`src/rtl/pipe_ctrl_if.sv`:
```
// Hazard-side inputs and per-stage control outputs of the pipeline sequencer.
// The hazard unit / bench side is master; the sequencer is slave.
interface pipe_ctrl_if #(
  parameter int CNT_W = 16
);
  logic [2:0]       flag_hold;
  logic             flag_flush;
  logic             mem_busy;
  logic             pc_en;
  logic             if_id_en;
  logic             if_id_flush;
  logic             id_ex_en;
  logic             id_ex_flush;
  logic             ex_mem_en;
  logic             mem_wb_en;
  logic [1:0]       ctrl_state;
  logic [CNT_W-1:0] stall_cnt;
  logic [CNT_W-1:0] flush_cnt;

  modport master (
    output flag_hold, flag_flush, mem_busy,
    input  pc_en, if_id_en, if_id_flush, id_ex_en, id_ex_flush,
           ex_mem_en, mem_wb_en, ctrl_state, stall_cnt, flush_cnt
  );

  modport slave (
    input  flag_hold, flag_flush, mem_busy,
    output pc_en, if_id_en, if_id_flush, id_ex_en, id_ex_flush,
           ex_mem_en, mem_wb_en, ctrl_state, stall_cnt, flush_cnt
  );
endinterface

```
`src/rtl/pipe_ctrl.sv`:
```
// Central sequencer for the 5-stage pipeline: boot warm-up, freeze/flush/load-use
// arbitration with flush retention across freezes, and saturating stall/flush counters.
module pipe_ctrl #(
  parameter int FILL_CYCLES = 4,
  parameter int CNT_W       = 16
) (
  input logic          sys_clk,
  input logic          sys_arstn,
  pipe_ctrl_if.slave   bus
);

  typedef enum logic [1:0] {
    IDLE   = 2'b00,
    WARMUP = 2'b01,
    RUN    = 2'b10
  } state_t;

  localparam int FW = (FILL_CYCLES > 1) ? $clog2(FILL_CYCLES) : 1;
  localparam logic [FW-1:0] FILL_LAST = FW'(FILL_CYCLES - 1);

  state_t           state, state_nxt;
  logic             booted, booted_nxt;
  logic             flush_pend, flush_pend_nxt;
  logic [FW-1:0]    fill_cnt, fill_cnt_nxt;
  logic [CNT_W-1:0] stall_cnt, flush_cnt;
  logic             stall_inc, flush_inc;

  logic pc_en, if_id_en, if_id_flush, id_ex_en, id_ex_flush, ex_mem_en, mem_wb_en;

  wire stop      = bus.flag_hold[2];
  wire freeze    = bus.mem_busy | bus.flag_hold[1];
  wire eff_flush = bus.flag_flush | flush_pend;

  // NOTE: asynchronous active-low reset lives in the sensitivity list; state uses
  // non-blocking assignments so every register samples pre-edge values.
  always_ff @(posedge sys_clk or negedge sys_arstn) begin
    if (!sys_arstn) begin
      state      <= IDLE;
      booted     <= 1'b0;
      flush_pend <= 1'b0;
      fill_cnt   <= FILL_LAST;
      stall_cnt  <= '0;
      flush_cnt  <= '0;
    end else begin
      state      <= state_nxt;
      booted     <= booted_nxt;
      flush_pend <= flush_pend_nxt;
      fill_cnt   <= fill_cnt_nxt;
      if (stall_inc && stall_cnt != '1) stall_cnt <= stall_cnt + 1'b1;
      if (flush_inc && flush_cnt != '1) flush_cnt <= flush_cnt + 1'b1;
    end
  end

  // NOTE: every signal driven here gets a default first, so no path infers a latch.
  always_comb begin
    state_nxt      = state;
    booted_nxt     = booted;
    flush_pend_nxt = flush_pend;
    fill_cnt_nxt   = fill_cnt;
    stall_inc      = 1'b0;
    flush_inc      = 1'b0;
    pc_en          = 1'b0;
    if_id_en       = 1'b0;
    if_id_flush    = 1'b0;
    id_ex_en       = 1'b0;
    id_ex_flush    = 1'b0;
    ex_mem_en      = 1'b0;
    mem_wb_en      = 1'b0;

    unique case (state)
      IDLE: begin
        if (!stop) begin
          if (booted) begin
            state_nxt = RUN;
          end else begin
            state_nxt    = WARMUP;
            fill_cnt_nxt = FILL_LAST;
          end
        end
      end

      WARMUP: begin
        // Stage registers load NOPs while the front end fills; PC holds.
        if_id_en    = 1'b1;
        if_id_flush = 1'b1;
        id_ex_en    = 1'b1;
        id_ex_flush = 1'b1;
        ex_mem_en   = 1'b1;
        mem_wb_en   = 1'b1;
        if (stop) begin
          state_nxt = IDLE;
        end else if (fill_cnt == '0) begin
          state_nxt  = RUN;
          booted_nxt = 1'b1;
        end else begin
          fill_cnt_nxt = fill_cnt - 1'b1;
        end
      end

      RUN: begin
        if (stop || freeze) begin
          // A stop cycle behaves as a freeze so a simultaneous flush is not lost.
          if (stop) state_nxt = IDLE;
          if (bus.flag_flush) flush_pend_nxt = 1'b1;
          stall_inc = 1'b1;
        end else if (eff_flush) begin
          pc_en          = 1'b1;
          if_id_en       = 1'b1;
          if_id_flush    = 1'b1;
          id_ex_en       = 1'b1;
          id_ex_flush    = 1'b1;
          ex_mem_en      = 1'b1;
          mem_wb_en      = 1'b1;
          flush_pend_nxt = 1'b0;
          flush_inc      = 1'b1;
        end else if (bus.flag_hold[0]) begin
          // Load-use: hold PC and IF/ID, inject a bubble into ID/EX.
          id_ex_en    = 1'b1;
          id_ex_flush = 1'b1;
          ex_mem_en   = 1'b1;
          mem_wb_en   = 1'b1;
          stall_inc   = 1'b1;
        end else begin
          pc_en     = 1'b1;
          if_id_en  = 1'b1;
          id_ex_en  = 1'b1;
          ex_mem_en = 1'b1;
          mem_wb_en = 1'b1;
        end
      end

      default: state_nxt = IDLE;
    endcase
  end

  assign bus.pc_en       = pc_en;
  assign bus.if_id_en    = if_id_en;
  assign bus.if_id_flush = if_id_flush;
  assign bus.id_ex_en    = id_ex_en;
  assign bus.id_ex_flush = id_ex_flush;
  assign bus.ex_mem_en   = ex_mem_en;
  assign bus.mem_wb_en   = mem_wb_en;
  assign bus.ctrl_state  = state;
  assign bus.stall_cnt   = stall_cnt;
  assign bus.flush_cnt   = flush_cnt;

endmodule

```
`src/flat_wrapper.sv`:
```
// flat-port wrapper written by rule: the top's interface ports become plain ports
module pipe_ctrl_flat 
#(
  parameter int FILL_CYCLES = 4,
  parameter int CNT_W       = 16
)
  (sys_clk, sys_arstn, bus_flag_hold, bus_flag_flush, bus_mem_busy, bus_pc_en, bus_if_id_en, bus_if_id_flush, bus_id_ex_en, bus_id_ex_flush, bus_ex_mem_en, bus_mem_wb_en, bus_ctrl_state, bus_stall_cnt, bus_flush_cnt);
  pipe_ctrl_if #(.CNT_W(CNT_W)) bus_i ();
  input logic sys_clk;
  input logic sys_arstn;
  input wire logic [$bits(bus_i.flag_hold)-1:0] bus_flag_hold;
  input wire logic [$bits(bus_i.flag_flush)-1:0] bus_flag_flush;
  input wire logic [$bits(bus_i.mem_busy)-1:0] bus_mem_busy;
  output wire logic [$bits(bus_i.pc_en)-1:0] bus_pc_en;
  output wire logic [$bits(bus_i.if_id_en)-1:0] bus_if_id_en;
  output wire logic [$bits(bus_i.if_id_flush)-1:0] bus_if_id_flush;
  output wire logic [$bits(bus_i.id_ex_en)-1:0] bus_id_ex_en;
  output wire logic [$bits(bus_i.id_ex_flush)-1:0] bus_id_ex_flush;
  output wire logic [$bits(bus_i.ex_mem_en)-1:0] bus_ex_mem_en;
  output wire logic [$bits(bus_i.mem_wb_en)-1:0] bus_mem_wb_en;
  output wire logic [$bits(bus_i.ctrl_state)-1:0] bus_ctrl_state;
  output wire logic [$bits(bus_i.stall_cnt)-1:0] bus_stall_cnt;
  output wire logic [$bits(bus_i.flush_cnt)-1:0] bus_flush_cnt;
  assign bus_i.flag_hold = bus_flag_hold;
  assign bus_i.flag_flush = bus_flag_flush;
  assign bus_i.mem_busy = bus_mem_busy;
  assign bus_pc_en = bus_i.pc_en;
  assign bus_if_id_en = bus_i.if_id_en;
  assign bus_if_id_flush = bus_i.if_id_flush;
  assign bus_id_ex_en = bus_i.id_ex_en;
  assign bus_id_ex_flush = bus_i.id_ex_flush;
  assign bus_ex_mem_en = bus_i.ex_mem_en;
  assign bus_mem_wb_en = bus_i.mem_wb_en;
  assign bus_ctrl_state = bus_i.ctrl_state;
  assign bus_stall_cnt = bus_i.stall_cnt;
  assign bus_flush_cnt = bus_i.flush_cnt;
  pipe_ctrl #(.FILL_CYCLES(FILL_CYCLES), .CNT_W(CNT_W)) u_core (.sys_clk(sys_clk), .sys_arstn(sys_arstn), .bus(bus_i));
endmodule
```
`config.mk`:
```
export PLATFORM = sky130hd
export DESIGN_NAME = pipe_ctrl_flat
export DESIGN_NICKNAME = d
export VERILOG_FILES = /design/src/rtl/pipe_ctrl_if.sv /design/src/rtl/pipe_ctrl.sv /design/src/flat_wrapper.sv
export SDC_FILE = /design/constraint.sdc
export NUM_CORES = 1
export LEC_CHECK = 0
export CAP_MARGIN = 10
export CORE_MARGIN = 2
export CORE_UTILIZATION = 49
export DETAILED_ROUTE_END_ITERATION = 12
export GPL_TIMING_DRIVEN = 0
export PLACE_DENSITY = 0.79
export REMOVE_ABC_BUFFERS = 1
export SYNTH_ARGS = -nofsm -noshare
export SYNTH_HDL_FRONTEND = slang
export SYNTH_SLANG_ARGS = --single-unit
```
`constraint.sdc`:
```
create_clock -name sys_clk -period 2.8 [get_ports sys_clk]
set_input_delay 0.56 -clock sys_clk [delete_from_list [all_inputs] [get_ports sys_clk]]
set_output_delay 0.56 -clock sys_clk [all_outputs]
set_load 0.005 [all_outputs]
```
==> flow_summary.toml, run 1 <==
[floorplanning]
die_area_mm2 = 0.00467
ios = 48
rows = 23
die_h_um = 68.3
start_util = 0.507
die_width_um = 68.3
coreArea_mm2 = 0.00400

[final_layout]
instances_no_fill = 303
final_area_mm2 = 0.00273
antennaDiodeCount = 0
nNetsFinal = 266
drive_gt1_frac = 0.146
syn_to_final_growth_pct = 34.8

[critical_path]
cp-start-kind = "flop"
required_ns = 2.24
rr_endpoint = "u_core.bus.flush_cnt[11]"
crit_start = "u_core.bus.ctrl_state[0]"
rrSetupSlack_ns = 0.40
path_cells = "inv_2 > ha_4 > nor4b_4 > o21ai_4 > a21boi_2 > a31o_2 > clkdlybuf4s50_1"
cp_max_fo = 5
crit_path_end_kind = "primary output"
critPathKind = "flop to primary output"
slowest_stage = "clkdlybuf4s50_1"
endpoint = "bus_id_ex_flush"
reg2reg_depth = 9
cpPeakStageDelay_ns = 0.49
r2r_start = "u_core.bus.ctrl_state[0]"
arrival_ns = 2.14

[synth]
synth-seq-cells = 38
synth_flop_cell = "dfrtp_1"
yosysMostFrequentCell = "dfrtp_1"
synth.distinct_cells = 33
synth_top_area_share = 0.444
synth_common_cells = "36 x dfrtp_1, 28 x xor2_1, 17 x nand2_1, 14 x nor3_1, 10 x nor2_1"
ys_warn_count = 0
avgSynthCellArea_um2 = 10.5
synth_top_cell_by_area = "dfrtp_1"
synth.area.top_cells = "dfrtp_1 44%, xor2_1 12%, ha_1 4.3%, nor3_1 3.5%, nand2_1 3.1%"
synthCells = 194
synth-async-reset-ratio = 1.00
synth-edff-count = 0
synth_area_mm2 = 0.00203
ys_seq_area_frac = 0.470

[grt]
gr-usage-met2 = 0.316
grt_pass1_wl_um = 7070
grtUsageMet3 = 0.0411
grt.total_usage = 0.207
grt_overflow_total = 0
grt_max_degree = 39
grt_antenna_before_repair = 0
use_met1 = 0.282
grt_busiest_layer = "met2"
grt_pass1_vias = 1520

[placed_design]
placed_area_mm2 = 0.00256
dp_cells = 289
place_hpwl_um = 3100
numPortBuffers = 47
gp_congestion = 0.814

[sta]
fin_crit_sh = 0.965
finClkSkew_ns = 0.0114
setup_viol = 0
hold_violations = 0
period_needed_ns = 2.70
drv_slew = 0
tightestPinTransition_ns = 0.850
slew-limit-headroom = 0.433
rsz0062_at_grt = "no"
fmaxAchievable_mhz = 370

[routing]
antenna_left = 0
viasPerCell = 5.50
drt_first_pass_iters = 4
route.detailed.drc = 0
vias = 1667
first_iter_violations = 79
wl_per_cell_um = 14.7
routed_wl_um = 4470

[clocking]
root_buffer = "clkbuf_8"
clk_latency_ns = 0.30
path_clk_slew_ns = 0.07
clock-sinks = 38
cts_tree = "done"
cts_buffers = 5
ctsLongestPathBuffers = 2
cts_max_level = 2

[pwr]
finalPower_w = 0.00174
leakage_nw = 1.26
max-vdd-ir-drop_uv = 541
cellPowerDensity_mw_per_mm2 = 635

[hold_path]
hp-class = "primary input to asynchronous set/reset pin"

[run]
maxCapViolCount = 0

[status]
outcome = "completed"
==> registers in the layout, indices dropped and copies added (netlist names) <==
name	cells
u_core.bus.ctrl_state	2
u_core.bus.stall_cnt	16
u_core.fill_cnt	2
u_core.flush_pend	1
u_core.bus.flush_cnt	16
u_core.booted	1
==> per-stage QoR <==
| stage | worst slack (ns) | TNS [ns] | hold slack (ns) | util |
|---|---|---|---|---|
| after global routing | 0.00424 | 0 | 0.448 | 0.683 |
| after detailed placement | -0.667 | -1.84 | 0.478 | 0.641 |
| after floorplan | 0.236 | 0 | 0.264 | - |
| final | 0.0977 | 0 | 0.375 | 0.683 |
| after global placement | -0.969 | -14.81 | 0.470 | 0.635 |
| after CTS | 0.0369 | 0 | 0.399 | 0.681 |
==> worst max-delay path: cells and delay by family, from the launching register on <==
family          cells  cell delay (ns)
simple gates        1             0.26
flops               1             0.40
buf+inv             2             0.58
compound gates      3             0.44
fa+ha+maj           1             0.16
==> kinds of logic after synthesis <==
kind of cell	share of synthesized area
multiplexers	0.0271
XOR/XNOR	0.121
flip-flops	0.470
AO/OA/AOI/OAI	0.0598
adder cells (fa/ha/maj)	0.0432
buffers and inverters	0.0241
AND/OR/NAND/NOR	0.255
==> placed cells by master, fill, tap and decap left out, types with 2 or more instances in the layout <==
master / instances
dfrtp_1: 36
nor4_2: 2
a21oi_1: 7
nand4_1: 9
and4_1: 4
mux2_2: 4
xor2_1: 28
ha_1: 6
nor2_1: 10
nor2b_1: 2
clkdlybuf4s50_1: 43
buf_4: 8
and3_1: 4
nor3_1: 14
inv_1: 6
clkbuf_1: 2
dlygate4sd2_1: 3
nand3_1: 6
o21ai_0: 5
nand2_1: 17
nor4b_2: 2
a31o_2: 2
o21a_1: 2
dfstp_2: 2
clkbuf_8: 6
nor3b_1: 3
nor4_1: 6
==> metal layers <==
metal | share of wire | vias up | routed length, um
met2 | 0.49 | 43 | 2170
met3 | 0.047 | 8 | 208
met5 | 0 | - | 0
met4 | 0.019 | 0 | 87
li1 | - | 818 | -
met1 | 0.45 | 798 | 2000
==> how the worst min path moves through the flow <==
stage,startpoint,to,cells after the start,slack [ns]
after floorplan,sys_arstn,u_core.booted,0,0.26
after global placement,u_core.fill_cnt[1],u_core.fill_cnt[1],2,0.47
after detailed placement,u_core.fill_cnt[1],u_core.fill_cnt[1],2,0.48
after CTS,sys_arstn,u_core.flush_pend,1,0.40
after global routing,sys_arstn,u_core.bus.stall_cnt[14],1,0.45
final,sys_arstn,u_core.bus.flush_cnt[3],1,0.37
==> power by group <==
part	internal, W	switching, W
logic	0.000346	0.000270
registers	0.000635	0.0000990
clock network	0.000201	0.000186
==> final cells by class <==
| type | count | area, um^2 |
|---|---|---|
| Clock buffer | 8 | 90.1 |
| Fill cell | 297 | 1270 |
| Inverter | 7 | 26.3 |
| Multi-Input combinational cell | 145 | 1080 |
| Sequential cell | 38 | 953 |
| Tap cell | 50 | 62.6 |
| Timing Repair Buffer | 55 | 522 |
==> repair_timing <==
action,CTS,global route
pin swaps,1,0
cloned,0,0
resized for setup,10,3
endpoints found under the setup margin,7,5
hold buffers,0,0
setup buffers,6,0
Note: power is estimated with default switching activity, not from simulation.
==> inputs of run 2 (changes only) <==
Settings changed: CORE_MARGIN 2 to unset.
==> run 2 against run 1 <==
Against the previous run:
- combinational power up 1%
- final cell count up 0.33%
- worst hold slack worse by 0.016 ns
- via count up 1.7%
- critical path depth up 1
- global-route usage up 0.85 points
- utilization unchanged
- worst setup slack worse by 0.024 ns
- critical path type unchanged
==> flow_summary.toml, run 2 (synthesized netlist as in run 1, its figures left out) <==
[pwr]
p_sw_w = 0.000561
max-vdd-ir-drop_uv = 477
power_frac_clock = 0.221
leakage_nw = 1.26
comb_power_share = 0.357
seqPwrFrac = 0.422
cellPowerDensity_mw_per_mm2 = 640
sw_frac_of_total = 0.320
p_int_w = 0.00119

[grt]
grt_pass1_wl_um = 7000
grt_max_degree = 39
grt.total_usage = 0.216
grt_pass1_vias = 1494
grt_overflow_total = 0
grt_antenna_before_repair = 0

[routing]
route.detailed.drc = 0
first_iter_violations = 74
routed_wl_um = 4520
wl_per_cell_um = 14.9
vias = 1695
drt_first_pass_iters = 4
viasPerCell = 5.58
antenna_left = 0

[sta]
period_needed_ns = 2.73
finClkSkew_ns = 0.00792
drv_slew = 0
tightestPinTransition_ns = 1.02
fmaxAchievable_mhz = 367
hold_violations = 0
holdWs_ns = 0.359
setup_viol = 0
final.setup.tns_ns = 0
layout_setup_ws_ns = 0.0736
fin_crit_sh = 0.974
slew-limit-headroom = 0.308

[final_layout]
final_cell_mix = "43 x clkdlybuf4s50_1, 36 x dfrtp_1, 28 x xor2_1"
drive_gt1_frac = 0.146
mostFrequentLayoutCell = "clkdlybuf4s50_1"
top_regs = "u_core.bus.flush_cnt (16), u_core.bus.stall_cnt (16)"
final_area_mm2 = 0.00273
antennaDiodeCount = 0
final_core_utilization = 0.683
syn_to_final_growth_pct = 34.8
nNetsFinal = 267
fill_cells = 300

[floorplanning]
die_width_um = 66.3
coreArea_mm2 = 0.00400
die_h_um = 66.3
ios = 48
start_util = 0.507
rows = 23
die_area_mm2 = 0.00440

[hold_path]
hp-class = "primary input to asynchronous set/reset pin"

[status]
outcome = "completed"

[placed_design]
place_hpwl_um = 3150
numPortBuffers = 47
gp_congestion = 0.826
placed_area_mm2 = 0.00255
pre_cts_slack_ns = -0.686

[clocking]
ctsLongestPathBuffers = 2
path_clk_slew_ns = 0.07
clock-sinks = 38
cts_buffers = 5
cts_tree = "done"
clk_latency_ns = 0.30
root_buffer = "clkbuf_8"
cts_max_level = 2

[critical_path]
cp_max_fo = 5
required_ns = 2.24
arrival_ns = 2.17
crit_path_end_kind = "primary output"
critPathKind = "flop to primary output"
rrSetupSlack_ns = 0.44
cp-start-kind = "flop"

[run]
maxCapViolCount = 0
==> run 2: cell count changes in the layout (fill, tap and decap cells not counted) <==
cell | before | now
buf_4 | 8 | 9
nor2b_4 | 1 | 0
nor2b_1 | 2 | 3
==> run 2: layout make-up <==
class | instances | area [um^2] | share of cell area
Clock buffer | 8 | 90.1 | 0.0330
Inverter | 7 | 26.3 | 0.00961
Multi-Input combinational cell | 145 | 1070 | 0.392
Sequential cell | 38 | 953 | 0.349
Tap cell | 50 | 62.6 | 0.0229
Timing Repair Buffer | 56 | 529 | 0.194
==> run 2: power by group through the flow <==
stage	Clock, W	Sequential, W	Combinational, W
6_report	0.000387	0.000739	0.000624
5_1_grt	0.000421	0.000755	0.000687
4_1_cts	0.000396	0.000736	0.000613
3_5_place_dp	0	0.000746	0.000573
3_3_place_gp	0	0.000740	0.000550
2_1_floorplan	0	0.000728	0.000288
==> run 2: timing repair <==
action	4_1_cts	5_1_grt
hold buffers	0	0
cloned	0	0
resized for setup	9	2
setup endpoints to repair	7	6
hold endpoints to repair	0	0
pin swaps	1	1
setup buffers	6	2
==> run 2: worst max-delay path, stage by stage, from the launching register on <==
cell and delay (ns):
dfrtp_1 0.40, inv_2 0.09, ha_4 0.17, nor4b_4 0.23
buf_4 0.17, o21ai_4 0.05, a21boi_2 0.13, a31o_2 0.12
clkdlybuf4s50_1 0.50
==> run 2: through the flow <==
step	instances	total power [W]
final	304	0.00175
after global routing	304	0.00186
after CTS	302	0.00175
after detailed placement	288	0.00132
after global placement	287	0.00129
after floorplan	190	0.00102
==> run 2: layer usage <==
| layer | GRT usage | wire [um] | vias up | share of wire |
|---|---|---|---|---|
| li1 | - | - | 812 | - |
| met1 | 0.280 | 2080 | 853 | 0.46 |
| met2 | 0.344 | 2250 | 25 | 0.50 |
| met3 | 0.0534 | 115 | 5 | 0.025 |
| met4 | 0.0851 | 70 | 0 | 0.015 |
| met5 | 0 | 0 | - | 0 |
==> run 2: path summary, 6_finish.rpt <==
check,start,cells after the start,end
max reg2reg,u_core.bus.ctrl_state[0],9,u_core.bus.flush_cnt[15]
min,sys_arstn,1,u_core.bus.flush_cnt[12]
max,u_core.bus.ctrl_state[0],8,bus_id_ex_flush
max in group asynchronous,sys_arstn,1,u_core.bus.stall_cnt[0]
min reg2reg,u_core.fill_cnt[1],2,u_core.fill_cnt[1]
min in group sys_clk,u_core.fill_cnt[1],2,u_core.fill_cnt[1]
